## src/rtl/ex_muldiv_unit_pkg.sv

```systemverilog
// Shared encodings for the EX-stage multiply/divide unit.
// Also used by the ID decoder to map MULT/MULTU/DIV/DIVU onto op.
package ex_muldiv_unit_pkg;

  typedef enum logic [1:0] {
    OP_MULT  = 2'b00,
    OP_MULTU = 2'b01,
    OP_DIV   = 2'b10,
    OP_DIVU  = 2'b11
  } muldiv_op_e;

  typedef enum logic [2:0] {
    ST_IDLE = 3'd0,
    ST_MUL  = 3'd1,
    ST_DIV  = 3'd2,
    ST_FIX  = 3'd3,
    ST_DONE = 3'd4
  } muldiv_state_e;

  function automatic int cnt_width(int n);
    return (n <= 2) ? 1 : $clog2(n);
  endfunction

endpackage

```

## src/rtl/ex_muldiv_unit_if.sv

```systemverilog
// Pipeline <-> multiply/divide unit request and HI/LO write bundle.
// master: pipeline side, slave: the unit.
interface ex_muldiv_unit_if #(
  parameter int DATA_WIDTH = 32
);
  logic                  flush;
  logic                  start;
  logic [1:0]            op;
  logic [DATA_WIDTH-1:0] operand_1;
  logic [DATA_WIDTH-1:0] operand_2;
  logic                  busy;
  logic                  stall_req;
  logic                  done;
  logic                  hilo_write_en;
  logic [DATA_WIDTH-1:0] hi_write_data;
  logic [DATA_WIDTH-1:0] lo_write_data;

  modport master (
    output flush, start, op,
    output operand_1, operand_2,
    input  busy, stall_req, done,
    input  hilo_write_en,
    input  hi_write_data, lo_write_data
  );

  modport slave (
    input  flush, start, op,
    input  operand_1, operand_2,
    output busy, stall_req, done,
    output hilo_write_en,
    output hi_write_data, lo_write_data
  );
endinterface

```

## src/rtl/ex_muldiv_unit_div_core.sv

```systemverilog
// Iterative radix-2 restoring divider on unsigned magnitudes.
// One quotient bit per step; last flags the final step.
module ex_muldiv_unit_div_core
  import ex_muldiv_unit_pkg::*;
#(
  parameter int DATA_WIDTH = 32
) (
  input  logic                  clk,
  input  logic                  rst,
  input  logic                  clr,
  input  logic                  load,
  input  logic                  step,
  input  logic [DATA_WIDTH-1:0] dividend,
  input  logic [DATA_WIDTH-1:0] divisor,
  output logic [DATA_WIDTH-1:0] quotient,
  output logic [DATA_WIDTH-1:0] remainder,
  output logic                  last
);

  localparam int W  = DATA_WIDTH;
  localparam int CW = cnt_width(W);

  logic [W-1:0]  rem_q, rem_d;
  logic [W-1:0]  quo_q, quo_d;
  logic [W-1:0]  den_q, den_d;
  logic [CW-1:0] cnt_q, cnt_d;
  logic [W:0]    part;
  logic [W:0]    diff;

  assign part = {rem_q, quo_q[W-1]};
  assign diff = part - {1'b0, den_q};

  always_comb begin
    rem_d = rem_q;
    quo_d = quo_q;
    den_d = den_q;
    cnt_d = cnt_q;
    if (clr) begin
      rem_d = '0;
      quo_d = '0;
      den_d = '0;
      cnt_d = '0;
    end else if (load) begin
      rem_d = '0;
      quo_d = dividend;
      den_d = divisor;
      cnt_d = CW'(W - 1);
    end else if (step) begin
      // Restore by keeping the shifted partial when it underflows.
      if (!diff[W]) begin
        rem_d = diff[W-1:0];
        quo_d = {quo_q[W-2:0], 1'b1};
      end else begin
        rem_d = part[W-1:0];
        quo_d = {quo_q[W-2:0], 1'b0};
      end
      cnt_d = cnt_q - 1'b1;
    end
  end

  always_ff @(posedge clk) begin
    if (rst) begin
      rem_q <= '0;
      quo_q <= '0;
      den_q <= '0;
      cnt_q <= '0;
    end else begin
      rem_q <= rem_d;
      quo_q <= quo_d;
      den_q <= den_d;
      cnt_q <= cnt_d;
    end
  end

  assign quotient  = quo_q;
  assign remainder = rem_q;
  assign last      = (cnt_q == '0);

endmodule

```

## src/rtl/ex_muldiv_unit.sv

```systemverilog
// EX-stage multi-cycle MULT/MULTU/DIV/DIVU unit; sole HI/LO writer.
// Holds the FSM, sign handling, multiplier path and write pulse.
module ex_muldiv_unit
  import ex_muldiv_unit_pkg::*;
#(
  parameter int DATA_WIDTH = 32,
  parameter int MUL_CYCLES = 2
) (
  input  logic           clk,
  input  logic           rst,
  ex_muldiv_unit_if.slave bus
);

  localparam int W  = DATA_WIDTH;
  localparam int CW = cnt_width(MUL_CYCLES);

  muldiv_state_e state_q, state_d;
  logic [CW-1:0] cnt_q, cnt_d;
  logic [W-1:0]  a_q, a_d;
  logic [W-1:0]  b_q, b_d;
  logic          msgn_q, msgn_d;
  logic          qneg_q, qneg_d;
  logic          rneg_q, rneg_d;
  logic [W-1:0]  hi_q, hi_d;
  logic [W-1:0]  lo_q, lo_d;

  logic          idle;
  logic          is_div;
  logic          sgn_in;
  logic          div0;
  logic [W-1:0]  a_mag;
  logic [W-1:0]  b_mag;
  logic [W-1:0]  mul_a;
  logic [W-1:0]  mul_b;
  logic          mul_s;
  logic [2*W-1:0] ext_a;
  logic [2*W-1:0] ext_b;
  logic [2*W-1:0] prod;
  logic [W-1:0]  quo;
  logic [W-1:0]  rem;
  logic          div_last;
  logic          div_load;
  logic          div_step;

  assign idle   = (state_q == ST_IDLE);
  assign is_div = bus.op[1];
  assign sgn_in = !bus.op[0];
  assign div0   = (bus.operand_2 == '0);

  assign a_mag = (sgn_in && bus.operand_1[W-1])
               ? (~bus.operand_1 + 1'b1) : bus.operand_1;
  assign b_mag = (sgn_in && bus.operand_2[W-1])
               ? (~bus.operand_2 + 1'b1) : bus.operand_2;

  // Single-cycle multiply reads the live operands at accept.
  assign mul_a = idle ? bus.operand_1 : a_q;
  assign mul_b = idle ? bus.operand_2 : b_q;
  assign mul_s = idle ? sgn_in : msgn_q;
  assign ext_a = {{W{mul_s & mul_a[W-1]}}, mul_a};
  assign ext_b = {{W{mul_s & mul_b[W-1]}}, mul_b};
  assign prod  = ext_a * ext_b;

  assign div_load = idle && bus.start && !bus.flush
                 && is_div && !div0;
  assign div_step = (state_q == ST_DIV);

  ex_muldiv_unit_div_core #(
    .DATA_WIDTH (W)
  ) u_div (
    .clk       (clk),
    .rst       (rst),
    .clr       (bus.flush),
    .load      (div_load),
    .step      (div_step),
    .dividend  (a_mag),
    .divisor   (b_mag),
    .quotient  (quo),
    .remainder (rem),
    .last      (div_last)
  );

  always_comb begin
    state_d = state_q;
    cnt_d   = cnt_q;
    a_d     = a_q;
    b_d     = b_q;
    msgn_d  = msgn_q;
    qneg_d  = qneg_q;
    rneg_d  = rneg_q;
    hi_d    = hi_q;
    lo_d    = lo_q;
    if (bus.flush) begin
      state_d = ST_IDLE;
      cnt_d   = '0;
    end else begin
      unique case (state_q)
        ST_IDLE: if (bus.start) begin
          a_d    = bus.operand_1;
          b_d    = bus.operand_2;
          msgn_d = sgn_in;
          qneg_d = sgn_in & (bus.operand_1[W-1]
                           ^ bus.operand_2[W-1]);
          rneg_d = sgn_in & bus.operand_1[W-1];
          if (!is_div) begin
            if (MUL_CYCLES == 1) begin
              state_d      = ST_DONE;
              {hi_d, lo_d} = prod;
            end else begin
              state_d = ST_MUL;
              cnt_d   = CW'(MUL_CYCLES - 1);
            end
          end else if (div0) begin
            state_d = ST_DONE;
            hi_d    = bus.operand_1;
            lo_d    = '1;
          end else begin
            state_d = ST_DIV;
          end
        end
        ST_MUL: begin
          cnt_d = cnt_q - 1'b1;
          if (cnt_q <= CW'(1)) begin
            state_d      = ST_DONE;
            cnt_d        = '0;
            {hi_d, lo_d} = prod;
          end
        end
        ST_DIV: if (div_last) state_d = ST_FIX;
        ST_FIX: begin
          state_d = ST_DONE;
          lo_d = qneg_q ? (~quo + 1'b1) : quo;
          hi_d = rneg_q ? (~rem + 1'b1) : rem;
        end
        ST_DONE: state_d = ST_IDLE;
        default: state_d = ST_IDLE;
      endcase
    end
  end

  always_ff @(posedge clk) begin
    if (rst) begin
      state_q <= ST_IDLE;
      cnt_q   <= '0;
      a_q     <= '0;
      b_q     <= '0;
      msgn_q  <= 1'b0;
      qneg_q  <= 1'b0;
      rneg_q  <= 1'b0;
      hi_q    <= '0;
      lo_q    <= '0;
    end else begin
      state_q <= state_d;
      cnt_q   <= cnt_d;
      a_q     <= a_d;
      b_q     <= b_d;
      msgn_q  <= msgn_d;
      qneg_q  <= qneg_d;
      rneg_q  <= rneg_d;
      hi_q    <= hi_d;
      lo_q    <= lo_d;
    end
  end

  assign bus.busy          = !idle;
  assign bus.stall_req     = (bus.start && idle)
                          || (state_q == ST_MUL)
                          || (state_q == ST_DIV)
                          || (state_q == ST_FIX);
  assign bus.done          = (state_q == ST_DONE);
  assign bus.hilo_write_en = bus.done && !bus.flush;
  assign bus.hi_write_data = hi_q;
  assign bus.lo_write_data = lo_q;

endmodule

```

## src/flat_wrapper.sv

```systemverilog
// flat-port wrapper written by rule: the top's interface ports become plain ports
module ex_muldiv_unit_flat import ex_muldiv_unit_pkg::*;
#(
  parameter int DATA_WIDTH = 32,
  parameter int MUL_CYCLES = 2
)
  (clk, rst, bus_flush, bus_start, bus_op, bus_operand_1, bus_operand_2, bus_busy, bus_stall_req, bus_done, bus_hilo_write_en, bus_hi_write_data, bus_lo_write_data);
  ex_muldiv_unit_if #(.DATA_WIDTH(DATA_WIDTH)) bus_i ();
  input  logic clk;
  input  logic rst;
  input wire logic [$bits(bus_i.flush)-1:0] bus_flush;
  input wire logic [$bits(bus_i.start)-1:0] bus_start;
  input wire logic [$bits(bus_i.op)-1:0] bus_op;
  input wire logic [$bits(bus_i.operand_1)-1:0] bus_operand_1;
  input wire logic [$bits(bus_i.operand_2)-1:0] bus_operand_2;
  output wire logic [$bits(bus_i.busy)-1:0] bus_busy;
  output wire logic [$bits(bus_i.stall_req)-1:0] bus_stall_req;
  output wire logic [$bits(bus_i.done)-1:0] bus_done;
  output wire logic [$bits(bus_i.hilo_write_en)-1:0] bus_hilo_write_en;
  output wire logic [$bits(bus_i.hi_write_data)-1:0] bus_hi_write_data;
  output wire logic [$bits(bus_i.lo_write_data)-1:0] bus_lo_write_data;
  assign bus_i.flush = bus_flush;
  assign bus_i.start = bus_start;
  assign bus_i.op = bus_op;
  assign bus_i.operand_1 = bus_operand_1;
  assign bus_i.operand_2 = bus_operand_2;
  assign bus_busy = bus_i.busy;
  assign bus_stall_req = bus_i.stall_req;
  assign bus_done = bus_i.done;
  assign bus_hilo_write_en = bus_i.hilo_write_en;
  assign bus_hi_write_data = bus_i.hi_write_data;
  assign bus_lo_write_data = bus_i.lo_write_data;
  ex_muldiv_unit #(.DATA_WIDTH(DATA_WIDTH), .MUL_CYCLES(MUL_CYCLES)) u_core (.clk(clk), .rst(rst), .bus(bus_i));
endmodule
```

## config.mk

```make
export PLATFORM = sky130hd
export DESIGN_NAME = ex_muldiv_unit_flat
export DESIGN_NICKNAME = d
export VERILOG_FILES = /design/src/rtl/ex_muldiv_unit_pkg.sv /design/src/rtl/ex_muldiv_unit_if.sv /design/src/rtl/ex_muldiv_unit_div_core.sv /design/src/rtl/ex_muldiv_unit.sv /design/src/flat_wrapper.sv
export SDC_FILE = /design/constraint.sdc
export NUM_CORES = 2
export LEC_CHECK = 0
export BUFFER_PORTS_ARGS = -buffer_cell sky130_fd_sc_hd__clkbuf_2
export CAP_MARGIN = 40
export CORE_UTILIZATION = 40
export CTS_CLUSTER_DIAMETER = 120
export DETAILED_ROUTE_END_ITERATION = 8
export GPL_ROUTABILITY_DRIVEN = 0
export MAX_ROUTING_LAYER = met4
export SYNTH_ARGS = -nofsm -noshare
export SYNTH_HDL_FRONTEND = slang
export SYNTH_SLANG_ARGS = --single-unit
```

## constraint.sdc

```tcl
create_clock -name clk -period 15.48 [get_ports clk]
set_input_delay 4.644 -clock clk [delete_from_list [all_inputs] [get_ports clk]]
set_output_delay 4.644 -clock clk [all_outputs]
set_load 0.02 [all_outputs]
```

======== After elaboration in Yosys (flattened, before gate mapping) ========
Cells that the tools add are included.
operators by class
  add/sub/neg operators ................... 7
  multipliers ............................. 1
  order comparisons ....................... 1
  eq/ne operators ......................... 10
  mux-type cells .......................... 33
  bitwise gates (word level) .............. 10
  reductions and logical operators ........ 26
operators by type and width
  kind                                                                      number
  32-bit 2-to-1 mux                                                         17
  32-bit one-hot mux with 3 select lines                                    2
  32-bit by 1-bit adder with 32-bit output (second input constant)          4
  32-bit NOT                                                                4
  33-bit by 33-bit multiplier with 64-bit output                            1
  33-bit by 32-bit subtractor with 33-bit output                            1
  32-bit logical NOT                                                        1
  3-bit 2-to-1 mux                                                          5
  3-bit one-hot mux with 4 select lines                                     1
  5-bit 2-to-1 mux                                                          2
  3-bit AND reduction                                                       3
  2-bit inequality test (second input constant)                             4
  1-bit logical AND                                                         7
  3-bit by 2-bit == test with 1-bit output (second input constant)          2
  6-bit AND reduction                                                       1
  5-bit logical NOT                                                         1
  1-bit 2-to-1 mux                                                          5
  5-bit by 1-bit subtractor with 5-bit output (second input constant)       1
  1-bit bitwise AND                                                         4
  1-bit logical NOT                                                         4
  2-bit by 1-bit inequality test with 1-bit output (second input constant)  2
  2-bit nonzero test                                                        2
  3-bit by 1-bit == test with 1-bit output (second input constant)          1
  3-bit == test (second input constant)                                     1
  10 further kinds                                                          12
storage, ports and cells
  register bits ........................... 236
  bits of input ports ..................... 70
  output and inout port bits .............. 68
  word-level logic and storage cells ...... 101

======== Logic depth before layout (Yosys ltp) ========
  depth after elaboration ................. 6
  depth in mapped cells ................... 37
  mapped depth without buffers ............ 31

======== Hierarchy ========
From an unflattened synthesis, not the netlist that was laid out.
unflattened totals
  cells, all modules ...................... 6325
  area, all modules ....................... 52521.6 um^2
modules (own cells, without submodules)
  module                   instances  cells each  area each (um^2)  sequential area each (um^2)
  ex_muldiv_unit           1          5540        46291.9           2682.6
  ex_muldiv_unit_div_core  1          785         6229.7            2021.9

======== Worst setup path after synthesis ========
No wires, ideal clock.
  path type ............................... input port to flip-flop
  from .................................... input port bus_operand_2[2]
  to ...................................... register u_core.hi_q[25], in the netlist u_core.bus.hi_write_data[25]
  setup time .............................. 0.070 ns
  arrival time ............................ 12.419 ns
  required time ........................... 15.410 ns
  path slack .............................. 2.991 ns
  stages on the path ...................... 31
  path buffers ............................ 4
  cell sequence ........................... clkbuf_1 > mux2i_1 > clkbuf_1 > clkbuf_1 > nor2_1 > fa_1 > inv_1 > fa_1 > inv_1 > fa_1 > inv_1 > fa_1 > inv_1 > fa_1 > fa_1 > fa_1 > inv_1 > fa_1 > inv_1 > ha_1 > clkbuf_1 > nand2_1 > o21ai_0 > nor2_1 > a31o_2 > o31a_1 > o41ai_2 > a21oi_1 > nor3_1 > mux2_2 > a21oi_1
between the ends
  cells in the longest elaborated chain, start to end .. 4
  elaborated cells on any way between the ends .. 7
  classes of those cells .................. mul: 1; eq/ne: 1; mux: 3; reduce/logical: 2
ends and longest elaborated chain
  what                                            line                   source
  start, declared                                 flat_wrapper.sv:15     input wire logic [$bits(bus_i.operand_2)-1:0] bus_operand_2;
  32-bit 2-to-1 mux                               ex_muldiv_unit.sv:57   assign mul_b = idle ? bus.operand_2 : b_q;
  33-bit by 33-bit multiplier with 64-bit output  ex_muldiv_unit.sv:61   assign prod = ext_a * ext_b;
  32-bit 2-to-1 mux                               ex_muldiv_unit.sv:122  if (cnt_q <= CW'(1)) begin
  32-bit one-hot mux with 3 select lines          ex_muldiv_unit.sv:96   unique case (state_q)
  end signal, assigned                            ex_muldiv_unit.sv:159  hi_q <= hi_d;
  end, declared                                   ex_muldiv_unit.sv:24   logic [W-1:0] hi_q, hi_d;
Several ways; a longest one is shown, not always the timed one. The select of a mux whose other input is x is not followed.
A chain may end at the register's enable or synchronous reset.

======== Final worst setup path ========
  from .................................... input port bus_op[0]
  to ...................................... register u_core.hi_q[27], in the netlist u_core.bus.hi_write_data[27]
between the ends
  cells in the longest elaborated chain, start to end .. 6
  elaborated cells on any way between the ends .. 7
  classes of those cells .................. mul: 1; mux: 3; bitwise: 2; reduce/logical: 1
ends and longest elaborated chain
  what                                              line                                        source
  start, declared                                   flat_wrapper.sv:13                          input wire logic [$bits(bus_i.op)-1:0] bus_op;
  1-bit logical NOT *                               ex_muldiv_unit.sv:47                        assign sgn_in = !bus.op[0];
  1-bit 2-to-1 mux *                                ex_muldiv_unit.sv:58                        assign mul_s = idle ? sgn_in : msgn_q;
  1-bit bitwise AND (on tied branches)              ex_muldiv_unit.sv:59, ex_muldiv_unit.sv:60
  33-bit by 33-bit multiplier with 64-bit output *  ex_muldiv_unit.sv:61
  32-bit 2-to-1 mux *                               ex_muldiv_unit.sv:122
  32-bit one-hot mux with 3 select lines *          ex_muldiv_unit.sv:96
Every way passes the cells marked *; elsewhere a longest branch is shown, timed or not. The select of a mux whose other input is x is not followed.

==> key figures <==
Status
  • Status: complete, no violations

Synth
  • Leading post-synthesis cells by cell area: fa_1 43%, dfxtp_1 9.0%, inv_1 8.5%
  • Post-synth EDFFs: 0
  • Synth warnings: 0
  • Simple-gate share of the synthesized area: between 10% and 20%
  • Main combinational cell family by area after synthesis: adder cells
  • Sequential element share of the synthesized area: roughly 9%
  • Syn Inst Count: 6,240
  • Post-Synth XOR/XNOR Area: 3.54%
  • Post-synthesis adder-cell area fraction: 49.2%
  • Main synth FF type: dfxtp_1
  • Syn Nets: 7,686
  • Mux share of post-synthesis cell area: under 10%
  • Flops & latches, synth: 235
  • Synth cell types: between 70 and 80
  • Compound-gate portion of the synthesized area: a little under a tenth
  • Synthesized area per cell: 8.36 um2
  • Synth Cell Area: 52,200 um2
  • Yosys top cell area share: 43.2%
  • Asr flop ratio synth: 0%
  • Leading area contributor after synthesis: fa_1

Routing
  • # DRC: 0
  • Drt via density: ~5.5
  • Vias: about 44,000
  • DRT iter0 DRCs: about 4,800
  • First drt pass iteration count: 6
  • Antenna violation net count after detailed routing: 0
  • Final wirelength: approximately 190,000 um
  • WL/cell: 23.2 um

GRT
  • First-pass GRT wire length: 280,000 um
  • Initial antenna violation count: 21
  • Number of global-route vias before repair: about 45,000
  • All-Layer GR Usage: 29.2%
  • Grt total ovfl: 0
  • Largest net degree at the start of global routing: 92

Timing
  • Fin. Hold Viols: 0
  • Setup TNS: 0 ns
  • Slew Limit Fails: 0
  • Measured slew at the worst slew-check pin: 0.985 ns
  • FMAX: 74.4 MHz
  • RSZ-0062 raised after global routing: false
  • Setup violators final: 0
  • Clk_skew: 0.0111 ns
  • Post-layout min period: 13.44 ns
  • Period utilization: 86.8%
  • Max-slew headroom: 32.4%

Hold path
  • Hold/Removal Path Class: reg -> reg

Setup path
  • Crit. End Element: register
  • WP data required: 15.92 ns
  • Critical Path Fanout Max: 12
  • Worst Setup Start Kind: input port
  • Critical path type: in -> reg
  • Crit path arrival time: 13.88 ns

Final layout
  • Design area: approximately 57,000 um2
  • Layout Cells excl Fill: around 8,000
  • Area grow syn2layout: 8.43%
  • Final Net Count: 7,688
  • Final core utilization: a little over two fifths
  • Layout cells sized above 1: about 6.9%

Clocking
  • CTS tree: done
  • Clock slew at reported path FFs: 0.06 ns
  • Post-CTS Hold Fix Bufs: 0
  • Max Root-Sink Buffers: 3
  • H-tree lvl count: 1
  • Worst-Skew Late Latency: 0.56 ns
  • Clock buffer count from CTS: 27
  • Clock Root Buffer: clkbuf_16
  • Cts repair resizes: 0
  • Post-CTS setup buffer count: 0
  • Clock sink total: 235

Floorplanning
  • Die Y: 363 um
  • I/O pins: roughly 140
  • Starting density of the core: 40.3%
  • Die Wd: 363 um
  • FP Rows: 132
  • Core area: between 100,000 and 150,000 um2
  • Full die area: between 100,000 and 150,000 um2

Placement
  • DP HPWL: 152,000 um
  • Placed cells: 7,953
  • Area after DPL: 55,500 um2
  • Port bufs: 137

Job
  • Max-cap violation count: 0
## routing by layer
layer / vias to the layer above / GRT usage (%) / wire, um
li1: 19100 / - / -
met4: 0 / 13.1 / 10200
met5: - / - / 0
met2: 2205 / 45.3 / 84600
met3: 466 / 5.26 / 18100
met1: 22400 / 37.2 / 73100
## critical path, stage by stage
cell      delay, ns
clkbuf_2       0.18
a21oi_1        0.17
buf_4          0.23
nand2_1        0.55
nor2_1         0.43
fa_1           0.55
fa_1           0.63
fa_1           0.54
fa_1           1.06
inv_1          0.41
fa_1           0.58
inv_1          0.05
fa_1           0.53
inv_1          0.05
fa_1           0.44
fa_1           0.49
inv_1          0.04
ha_1           0.36
a21oi_1        0.26
o21ai_0        0.14
a31oi_1        0.14
a21bo_2        0.27
a311oi_1       0.69
nor2b_1        0.13
o21ai_0        0.20
o211ai_1       0.10
## through the flow
stage | setup slack, ns | hold WS, ns
after floorplan | 2.99 | 0.432
after global placement | 1.28 | 0.441
after detailed placement | 1.56 | 0.448
after CTS | 2.12 | 0.457
after global routing | 1.64 | 0.467
final | 2.04 | 0.455
## path summary, 6_finish.rpt
path | startpoint | end | slack [ns] | depth (start not counted)
min | u_core.b_q[25]$_SDFFE_PP0P_ | u_core.b_q[25]$_SDFFE_PP0P_ | 0.45 | 2
max | bus_op[0] | u_core.bus.hi_write_data[27]$_SDFFE_PP0P_ | 2.04 | 26
max reg2reg | u_core.state_q[1]$_SDFFE_PP0P_ | u_core.bus.hi_write_data[27]$_SDFFE_PP0P_ | 4.24 | 35
min reg2reg | u_core.b_q[25]$_SDFFE_PP0P_ | u_core.b_q[25]$_SDFFE_PP0P_ | 0.45 | 2
## Yosys cell counts, types with 13 or more instances
| library cell | count |
|---|---|
| nor2_1 | 584 |
| a21oi_1 | 246 |
| nand4_1 | 13 |
| o21ai_0 | 156 |
| ha_1 | 250 |
| a211oi_1 | 51 |
| o41ai_1 | 17 |
| buf_2 | 15 |
| nor3_1 | 61 |
| and2_1 | 22 |
| nand3_1 | 41 |
| nor2b_1 | 23 |
| a22oi_1 | 13 |
| o21a_1 | 16 |
| a221oi_1 | 28 |
| nand2_1 | 1174 |
| mux2i_1 | 86 |
| nand2b_1 | 15 |
| o22ai_1 | 16 |
| a31oi_1 | 26 |
| xor2_1 | 62 |
| dfxtp_1 | 235 |
| o31ai_1 | 32 |
| fa_1 | 1126 |
| a21o_1 | 45 |
| or4_1 | 17 |
| o211ai_1 | 21 |
| o21bai_1 | 17 |
| clkbuf_1 | 298 |
| xnor2_1 | 149 |
| and3_1 | 23 |
| or3_1 | 14 |
| inv_1 | 1188 |
## cells by family after synthesis
logic type / after synthesis
flops: 235
simple gates: 2037
mux: 92
fa+ha+maj: 1376
compound gates: 759
xor+xnor: 211
buf+inv: 1530
## area by class of cell
| type | instances | area, um2 |
|---|---|---|
| clock inverters | 16 | 258 |
| repair buffers | 313 | 2360 |
| diodes | 22 | 55.1 |
| inverters | 1190 | 4470 |
| multi-input cells | 4475 | 41800 |
| well taps | 1742 | 2180 |
| flip-flops and latches | 235 | 4710 |
| fillers | 13000 | 72900 |
| clock buffers | 32 | 724 |
## sequential cells by signal (all words and copies together) (netlist names)
signal	flops
u_core.u_div.cnt_q	5
u_core.bus.lo_write_data	32
u_core.u_div.den_q	32
u_core.a_q	32
u_core.u_div.remainder	32
u_core.b_q	32
u_core.qneg_q	1
u_core.msgn_q	1
u_core.rneg_q	1
u_core.u_div.quotient	32
u_core.bus.hi_write_data	32
u_core.state_q	3
## cell usage in the layout (no fill, tap or decap), types with 17 or more instances in the layout
master,synthesis,final
inv_1,1188,1188
dfxtp_1,235,234
nor2b_1,23,22
and3_1,23,23
a21o_1,45,45
clkbuf_2,0,137
o21bai_1,17,17
nand2_1,1174,1171
buf_4,8,142
mux2i_1,86,64
nand3_1,41,40
a21oi_1,246,246
o31ai_1,32,32
a221oi_1,28,28
nor3_1,61,60
nor2_1,584,583
o41ai_1,17,17
o211ai_1,21,21
or4_1,17,17
clkbuf_16,0,27
xnor2_1,149,149
and2_1,22,20
diode_2,0,22
ha_1,250,250
buf_8,0,17
a211oi_1,51,51
xor2_1,62,62
a31oi_1,26,26
fa_1,1126,1126
o21ai_0,156,154
Power is left out: the tool's default activity adds up to more than one toggle a clock period on the data nets, which glitch-free logic cannot reach.
